[config.mk]
export PLATFORM = sky130hd
export DESIGN_NAME = axi4_lite_mem_bridge
export DESIGN_NICKNAME = d
export VERILOG_FILES = /design/src/rtl/axi4_lite_pkg.sv /design/src/rtl/axi4_lite_mem_bridge.sv
export SDC_FILE = /design/constraint.sdc
export NUM_CORES = 1
export LEC_CHECK = 0
export CORE_ASPECT_RATIO = 0.5
export CORE_MARGIN = 2
export CORE_UTILIZATION = 36
export CTS_CLUSTER_DIAMETER = 30
export DETAILED_ROUTE_END_ITERATION = 16
export PLACE_DENSITY = 0.9
export SKIP_CTS_REPAIR_TIMING = 1
export SLEW_MARGIN = 20
export SYNTH_ARGS = -nofsm -noshare
export SYNTH_HDL_FRONTEND = slang
export SYNTH_SLANG_ARGS = --single-unit
[constraint.sdc]
create_clock -name clk -period 2.85 [get_ports clk]
set_clock_uncertainty 0.05 [all_clocks]
set_input_delay 0.57 -clock clk [delete_from_list [all_inputs] [get_ports clk]]
set_output_delay 0.57 -clock clk [all_outputs]
set_load 0.01 [all_outputs]
[src/rtl/axi4_lite_pkg.sv]
// Shared AXI4-Lite types: response codes, protection attributes, bridge FSM
// states, and the address/privilege decode used by every AXI4-Lite slave.
package axi4_lite;

  typedef enum logic [1:0] {
    AXI4_LITE_OKAY   = 2'b00,
    AXI4_LITE_EXOKAY = 2'b01,
    AXI4_LITE_SLVERR = 2'b10,
    AXI4_LITE_DECERR = 2'b11
  } axi4_lite_resp_t;

  typedef enum logic {
    AXI4_LITE_UNPRIVILEDGED_ACCESS = 1'b0,
    AXI4_LITE_PRIVILEDGED_ACCESS   = 1'b1
  } axi4_lite_priv_t;

  // Bit order matches AxPROT[2:0]: instruction, non-secure, privileged.
  typedef struct packed {
    logic            instruction;
    logic            nonsecure;
    axi4_lite_priv_t privilege;
  } axi4_lite_prot_t;

  typedef enum logic [2:0] {
    IDLE,
    WR_ISSUE,
    RD_ISSUE,
    RD_WAIT,
    WR_RESP,
    RD_RESP
  } axi4_lite_mem_bridge_state_t;

  // Callers zero-extend their byte address to 64 bits; any bit above the
  // word window is an address outside this slave.
  function automatic axi4_lite_resp_t axi4_lite_decode_resp(
    input logic [63:0]     addr,
    input axi4_lite_prot_t prot,
    input int unsigned     mem_addr_width,
    input bit              require_priv
  );
    logic [63:0] above_window;
    above_window = addr >> (mem_addr_width + 2);
    if (above_window != '0) return AXI4_LITE_DECERR;
    if (require_priv && (prot.privilege == AXI4_LITE_UNPRIVILEDGED_ACCESS))
      return AXI4_LITE_SLVERR;
    return AXI4_LITE_OKAY;
  endfunction

endpackage

[src/rtl/axi4_lite_mem_bridge.sv]
// AXI4-Lite slave bridging to a single-outstanding, word-addressed memory port.
// One FSM serialises reads and writes; errored accesses never reach memory.
module axi4_lite_mem_bridge
  import axi4_lite::*;
#(
  parameter int ADDR_WIDTH     = 32,
  parameter int DATA_WIDTH     = 32,
  parameter int MEM_ADDR_WIDTH = 10,
  parameter bit REQUIRE_PRIV   = 1'b0
) (
  input  logic                      clk,
  input  logic                      rst_n,
  input  logic                      awvalid,
  output logic                      awready,
  input  logic [ADDR_WIDTH-1:0]     awaddr,
  input  axi4_lite_prot_t           awprot,
  input  logic                      wvalid,
  output logic                      wready,
  input  logic [DATA_WIDTH-1:0]     wdata,
  input  logic [DATA_WIDTH/8-1:0]   wstrb,
  output logic                      bvalid,
  input  logic                      bready,
  output axi4_lite_resp_t           bresp,
  input  logic                      arvalid,
  output logic                      arready,
  input  logic [ADDR_WIDTH-1:0]     araddr,
  input  axi4_lite_prot_t           arprot,
  output logic                      rvalid,
  input  logic                      rready,
  output logic [DATA_WIDTH-1:0]     rdata,
  output axi4_lite_resp_t           rresp,
  output logic                      mem_valid,
  input  logic                      mem_ready,
  output logic                      mem_write,
  output logic [MEM_ADDR_WIDTH-1:0] mem_addr,
  output logic [DATA_WIDTH-1:0]     mem_wdata,
  output logic [DATA_WIDTH/8-1:0]   mem_wstrb,
  input  logic                      mem_rvalid,
  input  logic [DATA_WIDTH-1:0]     mem_rdata
);

  axi4_lite_mem_bridge_state_t state;
  logic            rr_write_first;
  logic            in_idle;
  logic            wr_cand;
  logic            rd_cand;
  logic            grant_wr;
  logic            grant_rd;
  axi4_lite_resp_t wr_resp;
  axi4_lite_resp_t rd_resp;

  // Readies are held low while reset is asserted so nothing is accepted
  // in a cycle whose state update is discarded.
  assign in_idle  = rst_n && (state == IDLE);
  assign wr_cand  = awvalid && wvalid;
  assign rd_cand  = arvalid;
  assign grant_rd = in_idle && rd_cand && (!wr_cand || !rr_write_first);
  assign grant_wr = in_idle && wr_cand && (!rd_cand || rr_write_first);

  assign awready = grant_wr;
  assign wready  = grant_wr;
  assign arready = grant_rd;

  assign wr_resp = axi4_lite_decode_resp(64'(awaddr), awprot, MEM_ADDR_WIDTH, REQUIRE_PRIV);
  assign rd_resp = axi4_lite_decode_resp(64'(araddr), arprot, MEM_ADDR_WIDTH, REQUIRE_PRIV);

  // NOTE: every register here uses <= so all state updates see pre-edge values,
  // regardless of statement order inside the block.
  always_ff @(posedge clk) begin
    if (!rst_n) begin
      state          <= IDLE;
      rr_write_first <= 1'b0;
      mem_valid      <= 1'b0;
      mem_write      <= 1'b0;
      mem_addr       <= '0;
      mem_wdata      <= '0;
      mem_wstrb      <= '0;
      bvalid         <= 1'b0;
      bresp          <= AXI4_LITE_OKAY;
      rvalid         <= 1'b0;
      rresp          <= AXI4_LITE_OKAY;
      rdata          <= '0;
    end else begin
      if (in_idle && wr_cand && rd_cand) rr_write_first <= !rr_write_first;

      unique case (state)
        IDLE: begin
          if (grant_rd) begin
            if (rd_resp == AXI4_LITE_OKAY) begin
              mem_valid <= 1'b1;
              mem_write <= 1'b0;
              mem_addr  <= araddr[MEM_ADDR_WIDTH+1:2];
              rresp     <= AXI4_LITE_OKAY;
              state     <= RD_ISSUE;
            end else begin
              rresp  <= rd_resp;
              rdata  <= '0;
              rvalid <= 1'b1;
              state  <= RD_RESP;
            end
          end else if (grant_wr) begin
            if (wr_resp == AXI4_LITE_OKAY) begin
              mem_valid <= 1'b1;
              mem_write <= 1'b1;
              mem_addr  <= awaddr[MEM_ADDR_WIDTH+1:2];
              mem_wdata <= wdata;
              mem_wstrb <= wstrb;
              state     <= WR_ISSUE;
            end else begin
              bresp  <= wr_resp;
              bvalid <= 1'b1;
              state  <= WR_RESP;
            end
          end
        end
        WR_ISSUE: begin
          if (mem_ready) begin
            mem_valid <= 1'b0;
            bresp     <= AXI4_LITE_OKAY;
            bvalid    <= 1'b1;
            state     <= WR_RESP;
          end
        end
        RD_ISSUE: begin
          if (mem_ready) begin
            mem_valid <= 1'b0;
            state     <= RD_WAIT;
          end
        end
        // Read data is only captured here; a stray mem_rvalid elsewhere is dropped.
        RD_WAIT: begin
          if (mem_rvalid) begin
            rdata  <= mem_rdata;
            rvalid <= 1'b1;
            state  <= RD_RESP;
          end
        end
        WR_RESP: begin
          if (bready) begin
            bvalid <= 1'b0;
            state  <= IDLE;
          end
        end
        RD_RESP: begin
          if (rready) begin
            rvalid <= 1'b0;
            state  <= IDLE;
          end
        end
        default: state <= IDLE;
      endcase
    end
  end

endmodule

# Word-level counts from Yosys, hierarchy flattened
# Cells that the tools add are included.
# classes
mux,49
n_reduce_logical,34
eq_ne,20
n_lt_le_gt_ge,0
multipliers,0
add_sub_neg,0
div,0
shifts,0
n_bitwise,1
# op_table
op,count
nonzero test 64 bit,2
2-to-1 mux 32 bit,3
one-hot mux 32 bit (2 select lines),1
2-to-1 mux 10 bit,4
2-to-1 mux 3 bit,9
inequality test 2 bit (second input constant),10
2-to-1 mux 1 bit,18
2-to-1 mux 2 bit,9
one-hot mux 3 bit (6 select lines),1
AND reduction 5 bit,3
AND reduction 4 bit,3
AND reduction 6 bit,2
nonzero test 2 bit,5
logical AND 1 bit,7
equality test 3 x 2 -> 1 bit (second input constant),2
equality test 3 bit (second input constant),2
inequality test 3 x 2 -> 1 bit (second input constant),2
one-hot mux 1 bit (3 select lines),2
nonzero test 3 bit,2
zero test 2 bit,2
inequality test 2 x 1 -> 1 bit (second input constant),2
one-hot mux 2 bit (2 select lines),1
equality test 3 x 1 -> 1 bit (second input constant),1
zero test 1 bit,3
other kinds (7),8
# totals
mem_bits_rw,0
reg_bits,90
mem_count,0
elab_cells,116
latch_bits,0
rom_bits,0

# Logic depth before layout (Yosys ltp)
# Gate-level depths: netlist of the first run.
# logic_depth
depth_word,8
depth_mapped,8
ltp_nobuf,5

# Least setup slack after synthesis of the first run
# No wires, ideal clock.
# synth_path
path_type,input -> register
start,input araddr[26]
end,register mem_addr[4]
path_slack_ns,0.693
arrival_time_ns,1.969
n_path_buf,1
cell_stages,5
path_cell_list,or4_1 > or4_1 > buf_2 > nand4b_1 > o31ai_2
# synth_between
elab_chain_len,6
# synth_rtl
element,line,text
start: declaration,axi4_lite_mem_bridge.sv:26,"input logic [ADDR_WIDTH-1:0] araddr,"
nonzero test 64 bit,axi4_lite_pkg.sv:43,if (above_window != '0) return AXI4_LITE_DECERR;
2-to-1 mux 1 bit,axi4_lite_pkg.sv:43,
2-to-1 mux 2 bit,axi4_lite_pkg.sv:44,if (require_priv && (prot.privilege == AXI4_LITE_UNPRIVILEDGED_ACCESS))
zero test 2 bit,axi4_lite_mem_bridge.sv:89,if (rd_resp == AXI4_LITE_OKAY) begin
inequality test 2 x 1 -> 1 bit (no line),--,
AND reduction 4 bit (no line),--,
end signal: assignment,axi4_lite_mem_bridge.sv:92,mem_addr <= araddr[MEM_ADDR_WIDTH+1:2];
end signal: assignment,axi4_lite_mem_bridge.sv:105,mem_addr <= awaddr[MEM_ADDR_WIDTH+1:2];
end: declaration,axi4_lite_mem_bridge.sv:35,"output logic [MEM_ADDR_WIDTH-1:0] mem_addr,"
# Every way passes these cells.
# A chain may end at the register's enable or synchronous reset.

# Worst setup path after layout of the first run
# layout_path
start,input awvalid
end,output wready
# layout_between
elab_chain_len,3
# layout_rtl
element,line,text
start: declaration,axi4_lite_mem_bridge.sv:13,"input logic awvalid,"
logical AND 1 bit,axi4_lite_mem_bridge.sv:55,assign wr_cand = awvalid && wvalid;
logical AND 1 bit (2 in series),axi4_lite_mem_bridge.sv:58,assign grant_wr = in_idle && wr_cand && (!rd_cand || rr_write_first);
end: declaration,axi4_lite_mem_bridge.sv:18,"output logic wready,"
# Every way passes these cells.

==> results of run 1 <==
worst paths after layout:
kind,from,endpoint,slack (ns),cells past startpoint
setup / recovery,awvalid,wready,0.15,5
hold / removal,bvalid$_SDFFE_PN0P_,bvalid$_SDFFE_PN0P_,0.41,2
setup reg to reg,state[1]$_SDFFE_PN0P_,mem_addr[0]$_SDFFE_PN0P_,0.62,5
hold reg to reg,bvalid$_SDFFE_PN0P_,bvalid$_SDFFE_PN0P_,0.41,2
cells in the final DEF (no fill, tap or decap), types with 5 or more instances in the layout:
| cell | netlist | layout |
|---|---|---|
| clkbuf_16 | 0 | 9 |
| nand3_1 | 5 | 5 |
| clkdlybuf4s50_1 | 0 | 225 |
| dfxtp_1 | 88 | 88 |
| nor4_1 | 9 | 9 |
| inv_1 | 6 | 6 |
| o31ai_2 | 8 | 8 |
| nor2_1 | 42 | 42 |
| mux2i_1 | 47 | 47 |
| a21oi_1 | 6 | 6 |
| nand4b_1 | 9 | 9 |
| buf_4 | 4 | 7 |
| a22o_1 | 32 | 32 |
| o21ai_0 | 5 | 5 |
| nand2_1 | 11 | 11 |
power by group through the flow:
stage / clock [mW] / sequential [mW] / combinational, mW
4_1_cts: 1.15 / 1.25 / 0.401
3_5_place_dp: 0 / 1.28 / 0.398
6_report: 1.13 / 1.25 / 0.401
3_3_place_gp: 0 / 1.28 / 0.392
2_1_floorplan: 0 / 1.28 / 0.161
5_1_grt: 1.21 / 1.26 / 0.428
logic make-up after synthesis:
group,Yosys count,share of synthesized area
AOI/OAI and AO/OA,64,0.160
buffers and inverters,34,0.0577
and+or+nand+nor,96,0.146
muxes,47,0.133
DFF,88,0.498
xor gates and xnor gates,2,0.00495
tightest hold or removal path, cell delays in order (launching register included):
cell and delay (ns):
dfxtp_1 0.31, nand2_1 0.05, o2bb2ai_1 0.05
registers in the layout, summed over array words and instances, names as in the netlist:
signal and count:
rresp 1, bresp 1, mem_addr 10, mem_valid 1, mem_wdata 32, bvalid 1
mem_write 1, state 3, rr_write_first 1, rdata 32, rvalid 1, mem_wstrb 4
area by class of cell:
cell class | instances | area [um2] | area share
Tap cell | 135 | 169 | 0.0274
Inverter | 6 | 22.5 | 0.00365
Clock buffer | 14 | 274 | 0.0445
Clock inverter | 2 | 12.5 | 0.00203
Sequential cell | 88 | 1760 | 0.286
Timing Repair Buffer | 234 | 2340 | 0.381
Multi-Input combinational cell | 209 | 1580 | 0.256
per-layer routing:
layer,GRT usage,part of all wire,vias to the layer above
li1,-,-,1645
met1,0.236,0.41,1623
met2,0.376,0.53,82
met3,0.0528,0.047,13
met4,0.0550,0.013,0
met5,0,0,-
through the flow:
stage | worst slack [ns] | std cells | area (um2) | util
after floorplan | 0.693 | 331 | 3540 | -
after global placement | 0.126 | 672 | 5880 | 0.618
after detailed placement | 0.116 | 672 | 5880 | 0.618
after CTS | 0.143 | 688 | 6160 | 0.648
after global routing | 0.0832 | 688 | 6160 | 0.648
final | 0.154 | 688 | 6160 | 0.648
==> results.yml, run 1 <==
floorplan:
  rows: 25
  start_util: 0.372
  die_area_mm2: 0.0107
  die_w_um: 144
  io_pins: 236
  core_area_mm2: 0.00951
  die_h_um: 74.1
placement:
  gp_congestion: 0.874
  io_buffer_count: 225
  dp_hpwl_um: 8370
sta:
  setup_viol: 0
  slew-limit-headroom: 0.261
  fin_crit_sh: 0.946
  rsz0062_at_grt: "false"
  final.min_clock_period_ns: 2.70
  fmax_mhz: 371
  fin_tns_setup_ns: 0
  tightest_slew_ns: 1.10
  hold_slack_ns: 0.412
  hold_viol: 0
  slew_violations: 0
synth:
  synth_top_area_cell: "dfxtp_1"
  synth_flop_cell: "dfxtp_1"
  ys_top_cells_by_count: "88 x dfxtp_1, 47 x mux2i_1, 42 x nor2_1"
  synth_nets: 478
  synth_edf_count: 0
  yosys_warnings: 0
  async_flop_share: 0
  synth_most_common_cell: "dfxtp_1"
  ys_seq_elements: 88
  synth_cells: 331
  yosys-top-cells-area: "dfxtp_1 50%, mux2i_1 13%, a22o_1 7.9%"
  synth_top_area_share: 0.498
  syn_area_per_cell_um2: 10.7
  ys_seq_area_frac: 0.498
  synth.distinct_cells: 42
  syn-cell-area_mm2: 0.00354
power_and_ir_drop:
  cellPowerDensity_mw_per_mm2: 452
  switchingPower_uw: 631
  clock_power_share: 0.405
  power.internal_mw: 2.15
  switching_share: 0.227
  power_frac_seq: 0.451
  power.total_mw: 2.78
  comb_power_share: 0.144
  ir_worst_vdd_mv: 0.275
  leakage_nw: 2.28
cts:
  clk_path_buf_depth: 2
  clkTransAtPathRegs_ns: 0.06
  tritoncts: "yes"
  cts-htree-levels: 3
  clkLatencyLatePin_ns: 0.34
  clock-root-buffer: "clkbuf_16"
  cts.sinks: 88
  cts_made_buffers: 9
detailed_routing:
  wirelength_um: 11200
  final_antenna_net_count: 0
  dr_total_vias: 3363
  wl_per_cell_um: 16.2
  via_per_inst: 4.89
  dr.pass1.iters: 4
  initialDrtViolationCount: 136
  drcViolationCount: 0
global_routing:
  antenna_found_initial: 0
  grt_pass1_vias: 3265
  grt_pass1_wl_um: 16700
  grt_use_total: 0.202
  grt_max_degree: 50
  grt-ovfl-total: 0
worst_hold_path:
  hp-class: "flop to flop"
setup_path:
  crit_required_ns: 2.23
  crit_buf_inv: 3
  crit_fanout: 4
  cp_slowest_cell: "clkdlybuf4s50_1"
  criticalPathCategory: "primary input to primary output"
  slowest_delay_ns: 0.54
  crit_arrival_ns: 2.08
  endpoint_kind: "primary output"
  crit_family: "buffers and inverters"
  worst_setup_path_start_kind: "primary input"
  cpMostUsedCell: "clkdlybuf4s50_1"
  path_cells: "clkdlybuf4s50_1 -> and2_1 -> nand4_2 -> inv_1 -> clkdlybuf4s50_1"
final_layout:
  syn_to_final_growth_pct: 74.2
  drive_gt1_frac: 0.0723
  antennaDiodeCount: 0
  fin_nets: 695
  fill_cells: 790
run_status:
  status: "finished clean"
run:
  maxCapViolations: 0
Note: power is estimated with default switching activity, not from simulation.
==> inputs of run 2 (changes only) <==
--- a/config.mk
+++ b/config.mk
@@ -5,12 +5,14 @@
 export SDC_FILE = /design/constraint.sdc
 export NUM_CORES = 1
 export LEC_CHECK = 0
+export CELL_PAD_IN_SITES_DETAIL_PLACEMENT = 0
+export CELL_PAD_IN_SITES_GLOBAL_PLACEMENT = 1
 export CORE_ASPECT_RATIO = 0.5
-export CORE_MARGIN = 2
-export CORE_UTILIZATION = 36
+export CORE_MARGIN = 8
+export CORE_UTILIZATION = 25
 export CTS_CLUSTER_DIAMETER = 30
 export DETAILED_ROUTE_END_ITERATION = 16
-export PLACE_DENSITY = 0.9
+export PLACE_DENSITY_LB_ADDON = 0.1
 export SKIP_CTS_REPAIR_TIMING = 1
 export SLEW_MARGIN = 20
 export SYNTH_ARGS = -nofsm -noshare
==> results.yml, run 2 (same netlist as run 1, synthesis figures left out) <==
final_layout:
  regArea_mm2: 0.00176
  final_cells: 751
  final_common_cell: "clkdlybuf4s50_1"
  final_cell_mix: "225 x clkdlybuf4s50_1, 88 x dfxtp_1, 47 x mux2i_1"
  drive_gt1_frac: 0.0842
  largestRegisters: "mem_wdata: 32 flops, rdata: 32 flops, mem_addr: 10 flops"
  fin_nets: 700
  syn_to_final_growth_pct: 78.4
  fill_cells: 1320
  multi_input_area_mm2: 0.00158
  final_util: 0.461
detailed_routing:
  initialDrtViolationCount: 144
  dr.pass1.iters: 4
  final_antenna_net_count: 0
  via_per_inst: 4.36
  wl_per_cell_um: 16.5
  drcViolationCount: 0
  wirelength_um: 12400
  dr_total_vias: 3275
setup_path:
  crit_arrival_ns: 2.09
  worst_setup_path_start_kind: "primary input"
  path_cells: "clkdlybuf4s50_1 -> and2_1 -> nand4_2 -> inv_1 -> clkdlybuf4s50_1"
  endpoint_kind: "primary output"
  cpMostUsedCell: "clkdlybuf4s50_1"
  criticalPathCategory: "primary input to primary output"
  slowest_delay_ns: 0.54
  crit_family: "buffers and inverters"
  cp_slowest_cell: "clkdlybuf4s50_1"
  crit_buf_inv: 3
  crit_required_ns: 2.23
  crit_fanout: 4
global_routing:
  grt_use_total: 0.132
  grt_max_degree: 47
  grt_pass1_wl_um: 19200
  grt_pass1_vias: 3470
  antenna_found_initial: 0
  grt-ovfl-total: 0
placement:
  dp_hpwl_um: 9500
  placed_cells: 734
  gp_congestion: 0.692
  io_buffer_count: 225
floorplan:
  die_w_um: 184
  rows: 30
  io_pins: 236
  die_h_um: 100
  core_area_mm2: 0.0137
  start_util: 0.258
  die_area_mm2: 0.0184
run_status:
  status: "finished clean"
sta:
  tightest_slew_ns: 0.690
  slew-limit-headroom: 0.539
  hold_viol: 0
  setup_viol: 0
  fin_tns_setup_ns: 0
  slew_violations: 0
  fin_crit_sh: 0.951
  fmax_mhz: 369
  final.min_clock_period_ns: 2.71
  rsz0062_at_grt: "false"
power_and_ir_drop:
  ir_worst_vdd_mv: 0.240
  clock_power_share: 0.425
  leakage_nw: 2.31
  power.total_mw: 2.90
  switching_share: 0.232
  power_frac_seq: 0.432
  switchingPower_uw: 672
  comb_power_share: 0.143
  power.internal_mw: 2.23
  cellPowerDensity_mw_per_mm2: 460
cts:
  clock-root-buffer: "clkbuf_16"
  cts_made_buffers: 9
  cts.sinks: 88
  tritoncts: "yes"
  clkLatencyLatePin_ns: 0.33
  cts-htree-levels: 3
  clkTransAtPathRegs_ns: 0.06
  clk_path_buf_depth: 2
run:
  maxCapViolations: 0
worst_hold_path:
  hp-class: "flop to flop"
-- run 2: cell types whose count changed in the layout (fill, tap and decap cells not counted), sizes merged --
cell	previous run	this run
clkinv	1	4
diode	0	1
clkbuf	14	12
inv	6	5
clkinvlp	1	0
bufinv	0	1
buf	9	14
-- run 2: worst reg2reg max path: cells and delay by family (launching register included) --
kind            cells  cell delay, ns
flops               1            0.43
simple gates        2            0.54
buf+inv             2            0.39
compound gates      3            0.71
-- run 2: metrics by stage --
| stage | hold slack, ns | cell area, um2 | worst slack (ns) |
|---|---|---|---|
| global route | 0.447 | 6310 | 0.0319 |
| CTS | 0.405 | 6310 | 0.118 |
| global placement | 0.390 | 6000 | 0.0963 |
| floorplan | 0.424 | 3540 | 0.693 |
| detailed placement | 0.396 | 6000 | 0.114 |
| finish | 0.402 | 6310 | 0.140 |
-- run 2: routing by layer --
| metal | wire length [um] | track usage | vias to the layer above |
|---|---|---|---|
| li1 | - | - | 1653 |
| met4 | 51 | 0.0222 | 0 |
| met3 | 1470 | 0.0714 | 5 |
| met5 | 0 | 0 | - |
| met2 | 5810 | 0.219 | 121 |
| met1 | 5090 | 0.149 | 1496 |
-- run 2: worst paths after layout --
path	startpoint	end	slack, ns	depth (start not counted)
worst min register to register	bvalid$_SDFFE_PN0P_	bvalid$_SDFFE_PN0P_	0.40	2
worst min-delay path	bvalid$_SDFFE_PN0P_	bvalid$_SDFFE_PN0P_	0.40	2
worst max-delay path	wvalid	awready	0.14	5
worst max register to register	state[0]$_SDFFE_PN0P_	rdata[30]$_SDFFE_PN0P_	0.62	7
-- run 2: power by group through the flow --
| stage | Sequential [mW] | Clock, mW | Combinational [mW] |
|---|---|---|---|
| finish | 1.25 | 1.23 | 0.415 |
| floorplan | 1.28 | 0 | 0.161 |
| global placement | 1.28 | 0 | 0.417 |
| CTS | 1.25 | 1.29 | 0.419 |
| detailed placement | 1.28 | 0 | 0.417 |
| global route | 1.26 | 1.34 | 0.449 |
-- run 2: layout make-up --
| cell class | count | area share |
|---|---|---|
| Antenna cell | 1 | 0.000397 |
| Timing Repair Buffer | 239 | 0.379 |
| Multi-Input combinational cell | 209 | 0.250 |
| Inverter | 6 | 0.00357 |
| Tap cell | 192 | 0.0381 |
| Sequential cell | 88 | 0.279 |
| Clock buffer | 12 | 0.0406 |
| Clock inverter | 4 | 0.00833 |
